`src/rtl/pipeline_ctrl_pkg.sv`:
```
// Shared pipeline definitions: controller state encoding, timeout default, register-id width
// and the RUN-mode branch/hazard decision.
package pipeline_ctrl_pkg;

    localparam int REG_ID_W         = 4;
    localparam int WAIT_TIMEOUT_DEF = 255;
    localparam int WCNT_W           = 8;

    typedef enum logic [1:0] {
        ST_RUN      = 2'd0,
        ST_MEM_WAIT = 2'd1,
        ST_ERR      = 2'd2,
        ST_ERR_ALT  = 2'd3
    } state_e;

    typedef struct packed {
        logic freeze_all;
        logic freeze_front;
        logic flush_if;
        logic flush_id;
    } ctrl_t;

    // A taken branch kills both young stages, so a hazard in the same cycle is moot.
    function automatic ctrl_t run_ctrl(input logic branch_taken, input logic hazard);
        ctrl_t c;
        c = '0;
        if (branch_taken) begin
            c.flush_if = 1'b1;
            c.flush_id = 1'b1;
        end else if (hazard) begin
            c.freeze_front = 1'b1;
            c.flush_id     = 1'b1;
        end
        return c;
    endfunction

endpackage

```
`src/rtl/pipeline_ctrl_perf_cnt.sv`:
```
// Saturating stall/flush cycle counters for the pipeline controller.
module pipe_perf_cnt (
    input  logic        clk,
    input  logic        rst_n,
    input  logic        i_stall,
    input  logic        i_flush,
    output logic [15:0] o_stall_cnt,
    output logic [15:0] o_flush_cnt
);
    logic [15:0] r_stall_cnt, r_flush_cnt;

    always_ff @(posedge clk) begin
        if (!rst_n) begin
            r_stall_cnt <= '0;
            r_flush_cnt <= '0;
        end else begin
            if (i_stall && r_stall_cnt != 16'hFFFF) r_stall_cnt <= r_stall_cnt + 16'd1;
            if (i_flush && r_flush_cnt != 16'hFFFF) r_flush_cnt <= r_flush_cnt + 16'd1;
        end
    end

    assign o_stall_cnt = r_stall_cnt;
    assign o_flush_cnt = r_flush_cnt;
endmodule

```
`src/rtl/pipeline_ctrl.sv`:
```
// Pipeline stall/flush controller with memory-wait timeout.
// Optional perf counters enabled by defining PIPE_PERF_CNT_EN.
module pipeline_ctrl
    import pipeline_ctrl_pkg::*;
#(
    parameter int WAIT_TIMEOUT = WAIT_TIMEOUT_DEF
) (
    input  logic        clk,
    input  logic        rst_n,
    input  logic        hazard,
    input  logic        branch_taken,
    input  logic        mem_r_en,
    input  logic        mem_w_en,
    input  logic        sram_ready,
    output logic        freeze_all,
    output logic        freeze_front,
    output logic        flush_if,
    output logic        flush_id,
    output logic        mem_err,
`ifdef PIPE_PERF_CNT_EN
    output logic [15:0] stall_cnt,
    output logic [15:0] flush_cnt,
`endif
    output logic [1:0]  state
);
    localparam logic [WCNT_W-1:0] TIMEOUT = WCNT_W'(WAIT_TIMEOUT);

    state_e             r_state, w_next;
    logic [WCNT_W-1:0]  r_wcnt, w_wcnt_nxt;
    logic               r_mem_err, w_mem_err_nxt;
    logic               w_mem_busy;
    ctrl_t              w_ctrl;

    assign w_mem_busy = (mem_r_en | mem_w_en) & ~sram_ready;

    always_comb begin
        w_next        = r_state;
        w_wcnt_nxt    = r_wcnt;
        w_mem_err_nxt = r_mem_err;
        w_ctrl        = '0;
        case (r_state)
            ST_RUN: begin
                if (w_mem_busy) begin
                    w_ctrl.freeze_all = 1'b1;
                    w_next            = ST_MEM_WAIT;
                    w_wcnt_nxt        = 8'd1;
                end else begin
                    w_ctrl = run_ctrl(branch_taken, hazard);
                end
            end
            ST_MEM_WAIT: begin
                if (!sram_ready) begin
                    w_ctrl.freeze_all = 1'b1;
                    if (r_wcnt == TIMEOUT) begin
                        w_next        = ST_ERR;
                        w_mem_err_nxt = 1'b1;
                    end else if (r_wcnt != 8'hFF) begin
                        w_wcnt_nxt = r_wcnt + 8'd1;
                    end
                end else begin
                    // Access completes: whatever branch/hazard was held behind it acts now.
                    w_ctrl     = run_ctrl(branch_taken, hazard);
                    w_next     = ST_RUN;
                    w_wcnt_nxt = '0;
                end
            end
            default: begin
                w_ctrl.freeze_all = 1'b1;
                w_next            = ST_ERR;
                w_mem_err_nxt     = 1'b1;
            end
        endcase
        if (!rst_n) begin
            w_ctrl          = '0;
            w_ctrl.flush_if = 1'b1;
            w_ctrl.flush_id = 1'b1;
        end
    end

    always_ff @(posedge clk) begin
        if (!rst_n) begin
            r_state   <= ST_RUN;
            r_wcnt    <= '0;
            r_mem_err <= 1'b0;
        end else begin
            r_state   <= w_next;
            r_wcnt    <= w_wcnt_nxt;
            r_mem_err <= w_mem_err_nxt;
        end
    end

    assign freeze_all   = w_ctrl.freeze_all;
    assign freeze_front = w_ctrl.freeze_front;
    assign flush_if     = w_ctrl.flush_if;
    assign flush_id     = w_ctrl.flush_id;
    assign mem_err      = r_mem_err;
    assign state        = r_state;

`ifdef PIPE_PERF_CNT_EN
    pipe_perf_cnt u_perf (
        .clk         (clk),
        .rst_n       (rst_n),
        .i_stall     (w_ctrl.freeze_all | w_ctrl.freeze_front),
        .i_flush     (w_ctrl.flush_if),
        .o_stall_cnt (stall_cnt),
        .o_flush_cnt (flush_cnt)
    );
`endif
endmodule

```
`config.mk`:
```
export PLATFORM = sky130hd
export DESIGN_NAME = pipeline_ctrl
export DESIGN_NICKNAME = d
export VERILOG_FILES = /design/src/rtl/pipeline_ctrl_pkg.sv /design/src/rtl/pipeline_ctrl_perf_cnt.sv /design/src/rtl/pipeline_ctrl.sv
export SDC_FILE = /design/constraint.sdc
export NUM_CORES = 1
export LEC_CHECK = 0
export BUFFER_PORTS_ARGS = -buffer_cell sky130_fd_sc_hd__buf_2
export CAP_MARGIN = 20
export CORE_AREA = 3 3 40 42
export DETAILED_ROUTE_END_ITERATION = 10
export DIE_AREA = 0 0 43 45
export GPL_TIMING_DRIVEN = 0
export PLACE_DENSITY = 0.7
export SYNTH_ARGS = -nofsm -noshare
export SYNTH_HDL_FRONTEND = slang
export SYNTH_SLANG_ARGS = --single-unit
```
`constraint.sdc`:
```
create_clock -name clk -period 1.55 [get_ports clk]
set_input_delay 0.155 -clock clk [delete_from_list [all_inputs] [get_ports clk]]
set_output_delay 0.155 -clock clk [all_outputs]
set_load 0.01 [all_outputs]
```
==> results.json <==
{
  "status": "complete, no violations",
  "gp_congestion": 0.691,
  "drive_gt1_share_pct": 32.2,
  "r2r-start": "r_wcnt[1]",
  "crit_end": "state[1]",
  "yosysSeqAreaShare_pct": 35.5,
  "utilization_pct": 59.6,
  "grt_antenna_before_repair": 0,
  "htree_levels": 1,
  "swShare_pct": 25.4,
  "p_int_uw": 418,
  "fin_crit_ns": 1.55,
  "r2r_cells": 6,
  "cp_common_cell": "buf_4",
  "maxSlewViolCount": 0,
  "path_class": "reg -> reg",
  "finalPower_uw": 561,
  "r2r_setup_slack_ns": 0.0001,
  "hpwl_um": 911,
  "final_common_cell": "buf_2",
  "routed-via-count": 586,
  "synth_cells": 72,
  "ir_worst_vdd_v": 0.000406,
  "die_x_um": 43,
  "fp-row-count": 13,
  "fillers": 124,
  "worstPathRequired_ns": 1.77,
  "grt_max_degree": 11,
  "numClockSinks": 11,
  "wire_per_inst_um": 12.6,
  "crit_slowest_cell": "dfxtp_1",
  "grt_pass1_vias": 518,
  "fin_nets": 99,
  "tightest_slew_ns": 0.313,
  "track_usage_pct": 14.8,
  "synthTopCellsByArea": "dfxtp_1 35%, nand2_1 4.2%, o31a_1 4.2%",
  "crit_path_max_incr_delay_ns": 0.37,
  "wl_um": 1320,
  "drt_iter0_drc": 6,
  "cp_max_fo": 6,
  "cp-startpoint": "r_wcnt[1]",
  "netlist.area_leader.share_pct": 35.5,
  "p_per_area_nw_per_um2": 732,
  "final_hold_viol_count": 0,
  "start_util_pct": 48.3,
  "cts-buffers-inserted": 3,
  "power_frac_comb_pct": 12.0,
  "cp_top_family": "simple AND/OR/NAND/NOR gates",
  "cts_tree": "built",
  "startpoint_type": "register",
  "final_area_um2": 766,
  "clock_path_buffers": 2,
  "syn_to_final_growth_pct": 23.4,
  "diodes": 0,
  "io_pins": 14,
  "pwr-share-seq_pct": 52.5,
  "die_area_um2": 1940,
  "synth_area_um2": 621,
  "clkTransAtPathRegs_ns": 0.07,
  "maxSlewHeadroom_pct": 79.0,
  "critical_path.cell_chain": "ha_2 > nand3_4 > nor4b_4 > buf_4 > buf_4 > o21a_1",
  "ys.warnings.count": 0,
  "grt_pass1_wl_um": 2170,
  "synth_fp_nets": 80,
  "p_clk_share_pct": 35.5,
  "r2r-end": "state[1]",
  "tns_ns": 0,
  "numPortBuffers": 12,
  "p_sw_uw": 142,
  "drv_cap": 0,
  "die_y_um": 45,
  "hold_class": "in -> reg",
  "end_kind": "register",
  "fmax_mhz": 645,
  "placed_area_um2": 699,
  "setup_viol_count_final": 0,
  "dr.pass1.iters": 4,
  "crit_cells": 6,
  "fin_skew_ns": 0.00160,
  "final_cell_mix": "15 x buf_2, 9 x dfxtp_1, 7 x nand2_1",
  "drc": 0,
  "cts_root_buffer": "clkbuf_4",
  "clkLatencyLatePin_ns": 0.27,
  "crit_buf_inv": 2,
  "synth.distinct_cells": 33,
  "ys_ff_latch": 11,
  "syn_avg_cell_area_um2": 8.62,
  "globalRoute.totalOverflow": 0,
  "synth_top_area_cell": "dfxtp_1",
  "core-area_um2": 1280,
  "arrival_ns": 1.77,
  "routed_via_density": 5.58,
  "ant_nets": 0,
  "power_leakage_uw": 0.000300,
  "period_share_pct": 100
}
logic make-up after synthesis:
kind of cell               synth area share, %
xor gates and xnor gates                  1.41
AOI/OAI and AO/OA                         26.8
buffers and inverters                     4.23
and+or+nand+nor                           30.0
adders and majority gates                 2.02
DFF                                       35.5
final cells by class:
cell class	count	area, um^2	share of cell area (%)
flip-flops and latches	11	223	29.1
repair buffers	14	75.1	9.80
multi-input cells	55	397	51.8
inverters	3	11.3	1.47
plain buffers	3	15.0	1.96
well taps	15	18.8	2.45
clock buffers	4	26.3	3.43
stage by stage:
step / std cells / hold slack [ns] / setup slack, ns
after floorplan: 72 / 0.364 / 0.126
final: 105 / 0.229 / 0.000124
after CTS: 104 / 0.211 / 0.0154
after detailed placement: 99 / 0.469 / -0.0654
after global placement: 99 / 0.460 / -0.0131
after global routing: 105 / 0.227 / -0.0332
power groups by stage:
stage	combinational [uW]	clock, uW	sequential [uW]
2_1_floorplan	41.4	0	299
3_3_place_gp	62.2	0	299
3_5_place_dp	62.9	0	299
4_1_cts	63.1	204	292
5_1_grt	75.2	214	295
6_report	67.1	199	294
worst register-to-register path: stages, from the launching register on:
cell	delay, ns
dfxtp_1	0.37
ha_2	0.24
nand3_4	0.13
nor4b_4	0.37
buf_4	0.18
buf_4	0.10
o21a_1	0.11
worst min-delay path by stage:
stage,startpoint,end,cells after the start
6_report,mem_r_en,state[0],3
5_1_grt,mem_r_en,state[0],3
4_1_cts,mem_r_en,state[0],3
3_5_place_dp,mem_err,mem_err,1
3_3_place_gp,mem_err,mem_err,1
2_1_floorplan,branch_taken,freeze_front,1
metal layers:
layer	global-route usage, %	vias up	share of wire [%]
li1	-	305	-
met1	18.0	263	45
met2	25.4	15	48
met3	2.39	3	5.1
met4	7.23	0	1.6
met5	0	-	0
repair_timing:
item / in CTS / in global routing
cloned: 0 / 0
setup endpoints to repair: 5 / 9
hold buffers: 0 / 0
pin swaps: 1 / 2
buffers inserted: 1 / 1
gates resized for setup: 0 / 6
cells in the mapped netlist:
cell      count
ha_1          1
a41oi_1       1
nor4b_1       1
or4b_1        1
and4bb_1      1
a21oi_1       3
nand2b_1      3
a21boi_1      1
nand4_2       1
nand3_2       1
or3_1         1
a211oi_1      1
o211ai_1      1
and3_1        1
o21ai_2       1
o21ai_1       1
o31a_1        3
o211ai_2      1
o21a_1        2
dfxtp_1      11
xnor2_1       1
nand2_1       7
buf_2         3
a31oi_1       4
and2_1        1
o21ai_0       4
nor2_1        5
nand3_1       1
nor3_1        3
nor4_1        1
inv_1         3
nor4b_4       1
o21bai_1      1
registers in the layout, summed over array words and instances (netlist names):
name     count
r_wcnt       8
state        2
mem_err      1
Power figures use the tool's default switching activity.
